`src/rtl/mem_stage_ctrl_pkg.sv`:
```
// Shared pipeline definitions: datapath widths, ALU op codes and MEM-stage FSM encoding.
package mem_stage_ctrl_pkg;

  localparam int XLEN       = 32;
  localparam int REG_ADDR_W = 5;

  typedef enum logic [3:0] {
    ALU_ADD    = 4'd0,
    ALU_SUB    = 4'd1,
    ALU_AND    = 4'd2,
    ALU_OR     = 4'd3,
    ALU_XOR    = 4'd4,
    ALU_SLL    = 4'd5,
    ALU_SRL    = 4'd6,
    ALU_SRA    = 4'd7,
    ALU_SLT    = 4'd8,
    ALU_SLTU   = 4'd9,
    ALU_PASS_B = 4'd10
  } alu_op_e;

  typedef enum logic [2:0] {
    ST_IDLE   = 3'd0,
    ST_LATCH  = 3'd1,
    ST_ACCESS = 3'd2,
    ST_PASS   = 3'd3,
    ST_FLUSH  = 3'd4
  } mem_state_e;

  // Word accesses only: both low address bits must be clear.
  function automatic logic is_word_aligned(input logic [1:0] addr_lsb);
    return addr_lsb == 2'b00;
  endfunction

endpackage

```
`src/rtl/mem_stage_ctrl.sv`:
```
// MEM stage controller: consumes the EX/MEM bundle, performs at most one word access on
// the data-memory req/ack bus, loads MEM/WB and pulses o_flush back to EX.
module mem_stage_ctrl
  import mem_stage_ctrl_pkg::*;
#(
  parameter int DMEM_TIMEOUT = 16
) (
  input  logic                  clk,
  input  logic                  rst,
  input  logic                  i_alu_ready,
  input  logic [XLEN-1:0]       i_result,
  input  logic [XLEN-1:0]       i_store_data,
  input  logic                  i_mem_read,
  input  logic                  i_mem_write,
  input  logic [REG_ADDR_W-1:0] i_rd,
  output logic                  o_flush,
  output logic                  o_dmem_req,
  output logic                  o_dmem_we,
  output logic [XLEN-1:0]       o_dmem_addr,
  output logic [XLEN-1:0]       o_dmem_wdata,
  input  logic [XLEN-1:0]       i_dmem_rdata,
  input  logic                  i_dmem_ack,
  output logic                  o_wb_valid,
  output logic [XLEN-1:0]       o_wb_data,
  output logic [REG_ADDR_W-1:0] o_wb_rd,
  output logic                  o_wb_we,
  input  logic                  i_wb_flush,
  output logic                  o_mem_err
);

  localparam int               CNT_W     = $clog2(DMEM_TIMEOUT + 1);
  localparam logic [CNT_W-1:0] CNT_LIMIT = CNT_W'(DMEM_TIMEOUT);

  mem_state_e r_state;
  mem_state_e w_state_next;

  logic                  r_ready_d;
  logic                  w_start;

  // Capture registers for the EX/MEM bundle.
  logic [XLEN-1:0]       r_addr;
  logic [XLEN-1:0]       r_wdata;
  logic [REG_ADDR_W-1:0] r_rd;
  logic                  r_is_load;
  logic                  r_is_store;
  logic [XLEN-1:0]       r_data;
  logic [CNT_W-1:0]      r_cnt;
  logic                  r_mem_err;

  // MEM/WB register.
  logic                  r_wb_valid;
  logic [XLEN-1:0]       r_wb_data;
  logic [REG_ADDR_W-1:0] r_wb_rd;
  logic                  r_wb_we;

  logic                  w_mem_op;
  logic                  w_aligned;
  logic                  w_in_access;
  logic [CNT_W-1:0]      w_cnt_inc;
  logic                  w_cnt_hit;
  logic                  w_load_wb;

  assign w_start     = i_alu_ready & ~r_ready_d;
  assign w_mem_op    = i_mem_read | i_mem_write;
  assign w_aligned   = is_word_aligned(i_result[1:0]);
  assign w_in_access = (r_state == ST_ACCESS);
  assign w_cnt_inc   = r_cnt + CNT_W'(1);
  assign w_cnt_hit   = (w_cnt_inc == CNT_LIMIT);
  assign w_load_wb   = (r_state == ST_PASS) & ~r_wb_valid;

  // The edge detector follows i_alu_ready even while reset is asserted, so a ready level
  // that EX keeps high across a reset is not mistaken for a fresh EX/MEM entry.
  always_ff @(posedge clk) begin
    r_ready_d <= i_alu_ready;
  end

  // NOTE: sequential state uses non-blocking assignments and the reset is synchronous,
  // so the reset branch lives inside the clocked block with no reset in the sensitivity list.
  always_ff @(posedge clk) begin
    if (!rst) begin
      r_state <= ST_IDLE;
    end else begin
      r_state <= w_state_next;
    end
  end

  // NOTE: the default at the top of the block makes every path assign w_state_next, so no latch.
  always_comb begin
    w_state_next = r_state;
    case (r_state)
      ST_IDLE:   if (w_start) w_state_next = ST_LATCH;
      ST_LATCH:  w_state_next = (w_mem_op && w_aligned) ? ST_ACCESS : ST_PASS;
      ST_ACCESS: if (i_dmem_ack || w_cnt_hit) w_state_next = ST_PASS;
      ST_PASS:   if (!r_wb_valid) w_state_next = ST_FLUSH;
      ST_FLUSH:  w_state_next = ST_IDLE;
      default:   w_state_next = ST_IDLE;
    endcase
  end

  always_ff @(posedge clk) begin
    if (!rst) begin
      r_addr     <= '0;
      r_wdata    <= '0;
      r_rd       <= '0;
      r_is_load  <= 1'b0;
      r_is_store <= 1'b0;
      r_data     <= '0;
      r_cnt      <= '0;
      r_mem_err  <= 1'b0;
    end else begin
      case (r_state)
        ST_LATCH: begin
          r_addr     <= i_result;
          r_wdata    <= i_store_data;
          r_rd       <= i_rd;
          r_is_load  <= i_mem_read;
          r_is_store <= i_mem_write & ~i_mem_read;
          r_cnt      <= '0;
          if (w_mem_op && !w_aligned) begin
            r_mem_err <= 1'b1;
            r_data    <= '0;
          end else begin
            r_data    <= i_result;
          end
        end
        ST_ACCESS: begin
          // An ack in the limit cycle still completes the access normally.
          if (i_dmem_ack) begin
            if (r_is_load) r_data <= i_dmem_rdata;
          end else if (w_cnt_hit) begin
            r_mem_err <= 1'b1;
            r_data    <= '0;
          end else begin
            r_cnt     <= w_cnt_inc;
          end
        end
        default: ;
      endcase
    end
  end

  // A load into MEM/WB takes priority over a same-cycle consume from WB.
  always_ff @(posedge clk) begin
    if (!rst) begin
      r_wb_valid <= 1'b0;
      r_wb_data  <= '0;
      r_wb_rd    <= '0;
      r_wb_we    <= 1'b0;
    end else if (w_load_wb) begin
      r_wb_valid <= 1'b1;
      r_wb_data  <= r_data;
      r_wb_rd    <= r_rd;
      r_wb_we    <= ~r_is_store;
    end else if (i_wb_flush) begin
      r_wb_valid <= 1'b0;
    end
  end

  assign o_flush      = (r_state == ST_FLUSH);
  assign o_dmem_req   = w_in_access;
  assign o_dmem_we    = w_in_access & r_is_store;
  assign o_dmem_addr  = w_in_access ? r_addr  : '0;
  assign o_dmem_wdata = w_in_access ? r_wdata : '0;
  assign o_wb_valid   = r_wb_valid;
  assign o_wb_data    = r_wb_data;
  assign o_wb_rd      = r_wb_rd;
  assign o_wb_we      = r_wb_we;
  assign o_mem_err    = r_mem_err;

endmodule

```
`config.mk`:
```
export PLATFORM = sky130hd
export DESIGN_NAME = mem_stage_ctrl
export DESIGN_NICKNAME = d
export VERILOG_FILES = /design/src/rtl/mem_stage_ctrl_pkg.sv /design/src/rtl/mem_stage_ctrl.sv
export SDC_FILE = /design/constraint.sdc
export NUM_CORES = 1
export LEC_CHECK = 0
export BUFFER_PORTS_ARGS = -buffer_cell sky130_fd_sc_hd__buf_2
export CAP_MARGIN = 20
export CELL_PAD_IN_SITES_DETAIL_PLACEMENT = 1
export CELL_PAD_IN_SITES_GLOBAL_PLACEMENT = 1
export CORE_UTILIZATION = 35
export DETAILED_ROUTE_END_ITERATION = 6
export PLACE_DENSITY_LB_ADDON = 0.1
export SYNTH_ARGS = -nofsm -noshare
export SYNTH_HDL_FRONTEND = slang
export SYNTH_SLANG_ARGS = --single-unit
```
`constraint.sdc`:
```
create_clock -name clk -period 2.7 [get_ports clk]
set_input_delay 0.27 -clock clk [delete_from_list [all_inputs] [get_ports clk]]
set_output_delay 0.27 -clock clk [all_outputs]
set_load 0.01 [all_outputs]
```
# --- Word level (Yosys, flattened, before mapping) ---
# Cells that the tools add are included.
totals:
  mem_bits_rw: 0
  rom_bits: 0
  register_bits: 152
  memories: 0
  wordCells: 71
  latch_bits: 0
  inputBits: 108
  out_inout_bits: 107
op_classes:
  div: 0
  mul: 0
  add_sub_neg: 1
  eq_ne: 14
  bitwise_logic: 9
  magnitude_cmp: 0
  reduce_logical: 12
  mux: 21
  n_shift: 0
ops:
  columns: ["operator", "count"]
  rows:
  - ["$mux W32", 6]
  - ["$pmux W32 S2", 1]
  - ["$pmux W3 S4", 1]
  - ["$mux W5", 2]
  - ["$ne A2 B2 Y1 const B", 5]
  - ["$pmux W5 S2", 1]
  - ["$mux W3", 3]
  - ["$reduce_and A3 Y1", 3]
  - ["$eq A3 B2 Y1 const B", 2]
  - ["$mux W1", 6]
  - ["$add A5 B1 Y5 const B", 1]
  - ["$eq A5 B5 Y1 const B", 1]
  - ["$and A1 B1 Y1", 4]
  - ["$ne A2 B1 Y1 const B", 2]
  - ["$not A1 Y1", 4]
  - ["$reduce_and A4 Y1", 1]
  - ["$reduce_bool A2 Y1", 2]
  - ["$eq A3 B1 Y1 const B", 1]
  - ["$eq A3 B3 Y1 const B", 1]
  - ["$logic_not A3 Y1", 1]
  - ["$ne A3 B2 Y1 const B", 1]
  - ["$ne A3 B3 Y1 const B", 1]
  - ["$logic_and A1 B1 Y1", 2]
  - ["$logic_not A2 Y1", 1]
  - ["4 further kinds", 4]

# --- Depth between registers and ports, before layout ---
# Gate-level depths: netlist (run 1).
logic_depth:
  word_depth: 5
  mapped_depth: 8

# --- Worst setup path after synthesis (run 1) ---
# Ideal clock, no wire load.
synth_path:
  kind: "register to output"
  from: "reg r_state[1]"
  to: "out o_dmem_wdata[12]"
  path_stages_with_launch: 7
  slack_ns: 0.765
  t_arrival_ns: 1.665
  cell_sequence: "dfxtp_1 or3b_1 clkbuf_2 inv_1 clkbuf_1 clkbuf_1 and2_1"
synth_between:
  elab_chain_len: 2
synth_lines:
  columns: ["element", "line_no", "source"]
  rows:
  - ["start: declaration", "mem_stage_ctrl.sv:34", "mem_state_e r_state;"]
  - ["start signal: assignment", "mem_stage_ctrl.sv:83", "r_state <= w_state_next;"]
  - ["$eq A3 B2 Y1", "mem_stage_ctrl.sv:66", "assign w_in_access = (r_state == ST_ACCESS);"]
  - ["$mux W32", "mem_stage_ctrl.sv:163", "assign o_dmem_wdata = w_in_access ? r_wdata : '0;"]
  - ["end: declaration", "mem_stage_ctrl.sv:20", "output logic [XLEN-1:0] o_dmem_wdata,"]
# Every way passes these cells.

# --- Final worst setup path (run 1) ---
layout_path:
  from: "reg r_state[1]"
  to: "out o_dmem_wdata[8]"
# The elaborated chain is that of the path after synthesis.

==> results of run 1 <==
[cells in the final DEF, fill, tap and decap left out, types with 5 or more instances in the layout]
master	instances
dfxtp_1	152
clkbuf_1	5
buf_4	10
nand2_1	222
a22oi_1	30
clkbuf_16	17
buf_2	214
a211oi_2	28
a21oi_1	122
and2_1	67
nor2_1	41
[worst paths after layout]
path	startpoint	endpoint	slack (ns)	cells after the start
setup reg to reg	r_state[2]$_SDFFE_PN0P_	r_data[22]$_SDFFE_PN0P_	0.32	6
hold reg to reg	r_addr[18]$_SDFFE_PN0P_	r_addr[18]$_SDFFE_PN0P_	0.45	2
hold / removal	i_store_data[18]	r_wdata[18]$_SDFFE_PN0P_	0.09	3
setup / recovery	r_state[1]$_SDFFE_PN0P_	o_dmem_wdata[8]	0.16	5
[stage by stage]
stage	hold slack (ns)	total power, W	util
global route	0.0786	0.00830	0.465
finish	0.0857	0.00777	0.465
detailed placement	0.394	0.00555	0.432
CTS	0.0677	0.00788	0.465
floorplan	0.298	0.00477	-
global placement	0.391	0.00540	0.432
[logic make-up after synthesis]
| logic type | after synthesis |
|---|---|
| AOI/OAI and AO/OA | 196 |
| adders and majority gates | 1 |
| buffers and inverters | 65 |
| DFF | 152 |
| muxes | 1 |
| and+or+nand+nor | 358 |
[flip-flops by register name (all words and copies together) (netlist names), 3 cells and up]
register   flops
o_wb_data     32
o_wb_rd        5
r_addr        32
r_cnt          5
r_data        32
r_rd           5
r_state        3
r_wdata       32
[critical path, delay by kind of cell (launching register included)]
kind                   cells  cell delay (ns)
buffers and inverters      3             0.70
DFF                        1             0.43
and+or+nand+nor            2             0.69
[where the power goes]
group | switching, W | internal (W)
Combinational | 0.00160 | 0.000858
Sequential | 0.000276 | 0.00276
Clock | 0.000919 | 0.00137
Total | 0.00279 | 0.00498
[what timing repair did]
action,in CTS,in global routing
endpoints found under the hold margin,1,0
setup endpoints to repair,0,39
buffers inserted,0,0
hold buffers,1,0
gates resized for setup,0,1
[per-layer routing]
layer / vias to the layer above / share of wire / GRT usage
met3: 27 / 0.053 / 0.0468
li1: 2957 / - / -
met5: - / 0 / 0
met2: 157 / 0.50 / 0.375
met1: 2851 / 0.42 / 0.245
met4: 0 / 0.019 / 0.0899
[layout make-up]
| type | count | area [sq um] | share of cell area |
|---|---|---|---|
| Clock buffer | 22 | 444 | 0.0550 |
| Antenna cell | 2 | 5.00 | 0.000620 |
| Sequential cell | 152 | 3040 | 0.377 |
| Multi-Input combinational cell | 556 | 2920 | 0.362 |
| Inverter | 3 | 13.8 | 0.00170 |
| Timing Repair Buffer | 230 | 1250 | 0.154 |
| Tap cell | 225 | 282 | 0.0349 |
| Clock inverter | 10 | 121 | 0.0150 |
==> out/metrics.yaml, run 1 <==
synthesis:
  synth-xor-area-share: 0
  synthAdderAreaFrac: 0.00201
  synth_area_sq_um: 6230
  synth_top_area_share: 0.488
  synthSimpleGateAreaFrac: 0.254
  muxShareOfSynthArea: 0.00161
  synth_compound_area_frac: 0.209
  synth_top_family_by_area: "simple AND/OR/NAND/NOR gates"
  yosysMostFrequentCell: "nand2_1"
  synth_ff_type: "dfxtp_1"
  async_flop_share: 0
  synth-edff-count: 0
  synth_seq_cells: 152
  synth_common_cells: "nand2_1 (223), dfxtp_1 (152), a21oi_1 (122)"
  syn_inst: 773
  yosys-top-cells-area: "dfxtp_1 (49%), nand2_1 (13%), a21oi_1 (9.8%)"
  synth-seq-area-share: 0.488
  syn_area_per_cell_sq_um: 8.06
  synth_top_area_cell: "dfxtp_1"
  synth_cell_types: 37
  ys_warn_count: 0
  syn-num-nets: 882
routing:
  ant_nets: 0
  wirelength_um: 19100
  wl_per_cell_um: 16.0
  drt_iter0_drc: 234
  first_pass_iters: 4
  drc: 0
  vias: 5992
  vias_per_cell: 4.99
layout:
  drive_gt1_frac: 0.300
  nFillCells: 2169
  layout.nets: 1069
  stdcell_area_sq_um: 8080
  fin_cells: 1200
  area_growth_pct: 29.6
grt:
  gr-total-overflow: 0
  gr-usage-all-layers: 0.212
  grt_first_pass_wirelength_um: 30400
  first_global_vias: 6091
  grt_antenna_before_repair: 2
  grt_start_max_net_pins: 73
floorplanning:
  die_w_um: 135
  initial_core_util: 0.359
  row_count: 48
  placeableCoreArea_sq_um: 17400
  io_pins: 215
  fp.dieArea_sq_um: 18300
  die_height_um: 135
cts:
  clk_path_buf_depth: 2
  cts_buffers: 17
  path_clk_slew_ns: 0.06
  htreeDepth: 4
  cts_tree: "built"
  insertion_delay_ns: 0.42
  root_buffer: "clkbuf_16"
  clock-sinks: 152
sta:
  slew_headroom: 0.554
  grt_setup_unrepaired: "false"
  fin_ws_ns: 0.157
  setup_viol: 0
  finalHoldViolations: 0
  final.min_clock_period_ns: 2.54
  tightestPinTransition_ns: 0.668
  tns_ns: 0
  finalMaxSlewViolations: 0
  skew_ns: 0.0107
  fmax_mhz: 393
  fin_crit_sh: 0.942
power_and_ir_drop:
  peakVddDrop_uv: 618
  power_density_nw_per_um2: 962
  p_leak_nw: 3.42
worst_hold_path:
  min_path_type: "input port to register"
worst_setup_path:
  crit_arrival_ns: 2.27
  slowest_delay_ns: 0.50
  cp_max_fo: 43
  cp_slowest_cell: "or3b_1"
  critPathKind: "register to primary output"
  cp_cell_sequence: "or3b_1 > inv_2 > buf_6 > and2_1 > buf_2"
  crit_required_ns: 2.43
  cp-end-kind: "primary output"
  cp-start-kind: "register"
place:
  placedCellCount: 1165
  port_buffers: 214
  place_area_sq_um: 7490
  place_ws_ns: 0.319
  hpwl_um: 13500
  place.gp.congestion: 0.763
run:
  max_cap_viol_count: 0
outcome:
  outcome: "complete, no violations"
(Power assumes the default switching activity.)
==> run 2: changes to the inputs <==
--- a/config.mk
+++ b/config.mk
@@ -7,11 +7,8 @@
 export LEC_CHECK = 0
 export BUFFER_PORTS_ARGS = -buffer_cell sky130_fd_sc_hd__buf_2
 export CAP_MARGIN = 20
-export CELL_PAD_IN_SITES_DETAIL_PLACEMENT = 1
-export CELL_PAD_IN_SITES_GLOBAL_PLACEMENT = 1
 export CORE_UTILIZATION = 35
 export DETAILED_ROUTE_END_ITERATION = 6
-export PLACE_DENSITY_LB_ADDON = 0.1
 export SYNTH_ARGS = -nofsm -noshare
 export SYNTH_HDL_FRONTEND = slang
 export SYNTH_SLANG_ARGS = --single-unit
==> out/metrics.yaml, run 2 (synthesis gave the netlist of run 1 again) <==
place:
  place_ws_ns: 0.403
  placedCellCount: 1165
  hpwl_um: 11500
  port_buffers: 214
  place.gp.congestion: 0.763
cts:
  root_buffer: "clkbuf_16"
  cts_buffers: 17
  clock-sinks: 152
  clk_path_buf_depth: 2
  htreeDepth: 4
  cts_tree: "built"
  insertion_delay_ns: 0.42
  post_cts_buffers: 0
  path_clk_slew_ns: 0.06
grt:
  grt_start_max_net_pins: 73
  grtUsageMet2: 0.309
  first_global_vias: 5184
  use_met3: 0.0479
  grt_first_pass_wirelength_um: 26600
  grt_antenna_before_repair: 0
  grt.met1_usage: 0.236
  grt.busiest_layer: "met2"
  gr-usage-all-layers: 0.187
  gr-total-overflow: 0
sta:
  fin_ws_ns: 0.182
  slew_headroom: 0.433
  setup_viol: 0
  finalMaxSlewViolations: 0
  fmax_mhz: 397
  tightestPinTransition_ns: 0.851
  tns_ns: 0
  skew_ns: 0.00630
  final.min_clock_period_ns: 2.52
  grt_setup_unrepaired: "false"
  finalHoldViolations: 0
  fin_crit_sh: 0.933
floorplanning:
  io_pins: 215
  placeableCoreArea_sq_um: 17400
  die_w_um: 135
  initial_core_util: 0.359
  fp.dieArea_sq_um: 18300
  row_count: 48
  die_height_um: 135
layout:
  fin_cells: 1199
  area_growth_pct: 30.2
  layout.nets: 1069
  final_common_cell: "nand2_1"
  final_cell_mix: "nand2_1 (222), buf_2 (214), dfxtp_1 (152), a21oi_1 (122), and2_1 (67)"
  drive_gt1_frac: 0.304
worst_setup_path:
  path_delay_family: "buffers and inverters"
  crit_required_ns: 2.43
  cp_max_fo: 45
  crit_buf_inv: 3
  cp-end-kind: "primary output"
  cp_cell_sequence: "or3b_1 > clkinv_2 > buf_6 > and2_1 > buf_2"
  slowest_delay_ns: 0.50
  critPathKind: "register to primary output"
  cp-start-kind: "register"
  crit_arrival_ns: 2.25
  cp_slowest_cell: "or3b_1"
routing:
  wirelength_um: 17100
  drc: 0
  vias: 5722
  drt_iter0_drc: 282
  wl_per_cell_um: 14.3
  first_pass_iters: 4
  ant_nets: 0
  vias_per_cell: 4.77
run:
  max_cap_viol_count: 0
power_and_ir_drop:
  p_leak_nw: 3.44
  power_density_nw_per_um2: 962
  peakVddDrop_uv: 479
outcome:
  outcome: "complete, no violations"
worst_hold_path:
  min_path_type: "input port to register"
## run 2: tightest hold or removal path, cell delays in order
cell and delay, ns:
buf_2 0.09, nand2_1 0.04, a21oi_1 0.05
## run 2: path summary, 6_finish.rpt
path | from | end | slack [ns] | cells past startpoint
max reg2reg | r_state[2]$_SDFFE_PN0P_ | r_data[16]$_SDFFE_PN0P_ | 0.34 | 5
max | r_state[1]$_SDFFE_PN0P_ | o_dmem_we | 0.18 | 5
min | i_store_data[15] | r_wdata[15]$_SDFFE_PN0P_ | 0.09 | 3
min reg2reg | r_addr[5]$_SDFFE_PN0P_ | r_addr[5]$_SDFFE_PN0P_ | 0.45 | 2
## run 2: what timing repair did
item / CTS / global route
endpoints found under the setup margin: 27 / 3
gates cloned: 0 / 0
hold buffers: 1 / 0
hold endpoints to repair: 1 / 0
gates resized for setup: 1 / 1
## run 2: report_power, final
group | leakage, nW | total, W | switching [W] | internal [W]
Clock | 0.290 | 0.00240 | 0.000928 | 0.00148
Sequential | 1.24 | 0.00301 | 0.000253 | 0.00275
Combinational | 1.91 | 0.00240 | 0.00153 | 0.000867
## run 2: layout make-up
type	count	area, sq um
Fill cell	1784	9240
Sequential cell	152	3040
Multi-Input combinational cell	556	2930
Timing Repair Buffer	230	1250
Clock buffer	20	447
Tap cell	225	282
Clock inverter	12	151
Inverter	3	15.0
Antenna cell	1	2.50
## run 2: metrics by stage
step	utilization	instance area (sq um)	total power [W]	hold WS, ns
2_1_floorplan	-	6230	0.00477	0.298
3_3_place_gp	0.432	7500	0.00543	0.391
3_5_place_dp	0.432	7500	0.00548	0.397
4_1_cts	0.467	8110	0.00791	0.0663
5_1_grt	0.467	8110	0.00833	0.0751
6_report	0.468	8120	0.00781	0.0869
## run 2: per-layer routing
metal / part of all wire / vias to the layer above
met3: 0.048 / 16
met2: 0.48 / 139
met5: 0 / -
met4: 0.013 / 0
li1: - / 2956
met1: 0.46 / 2611
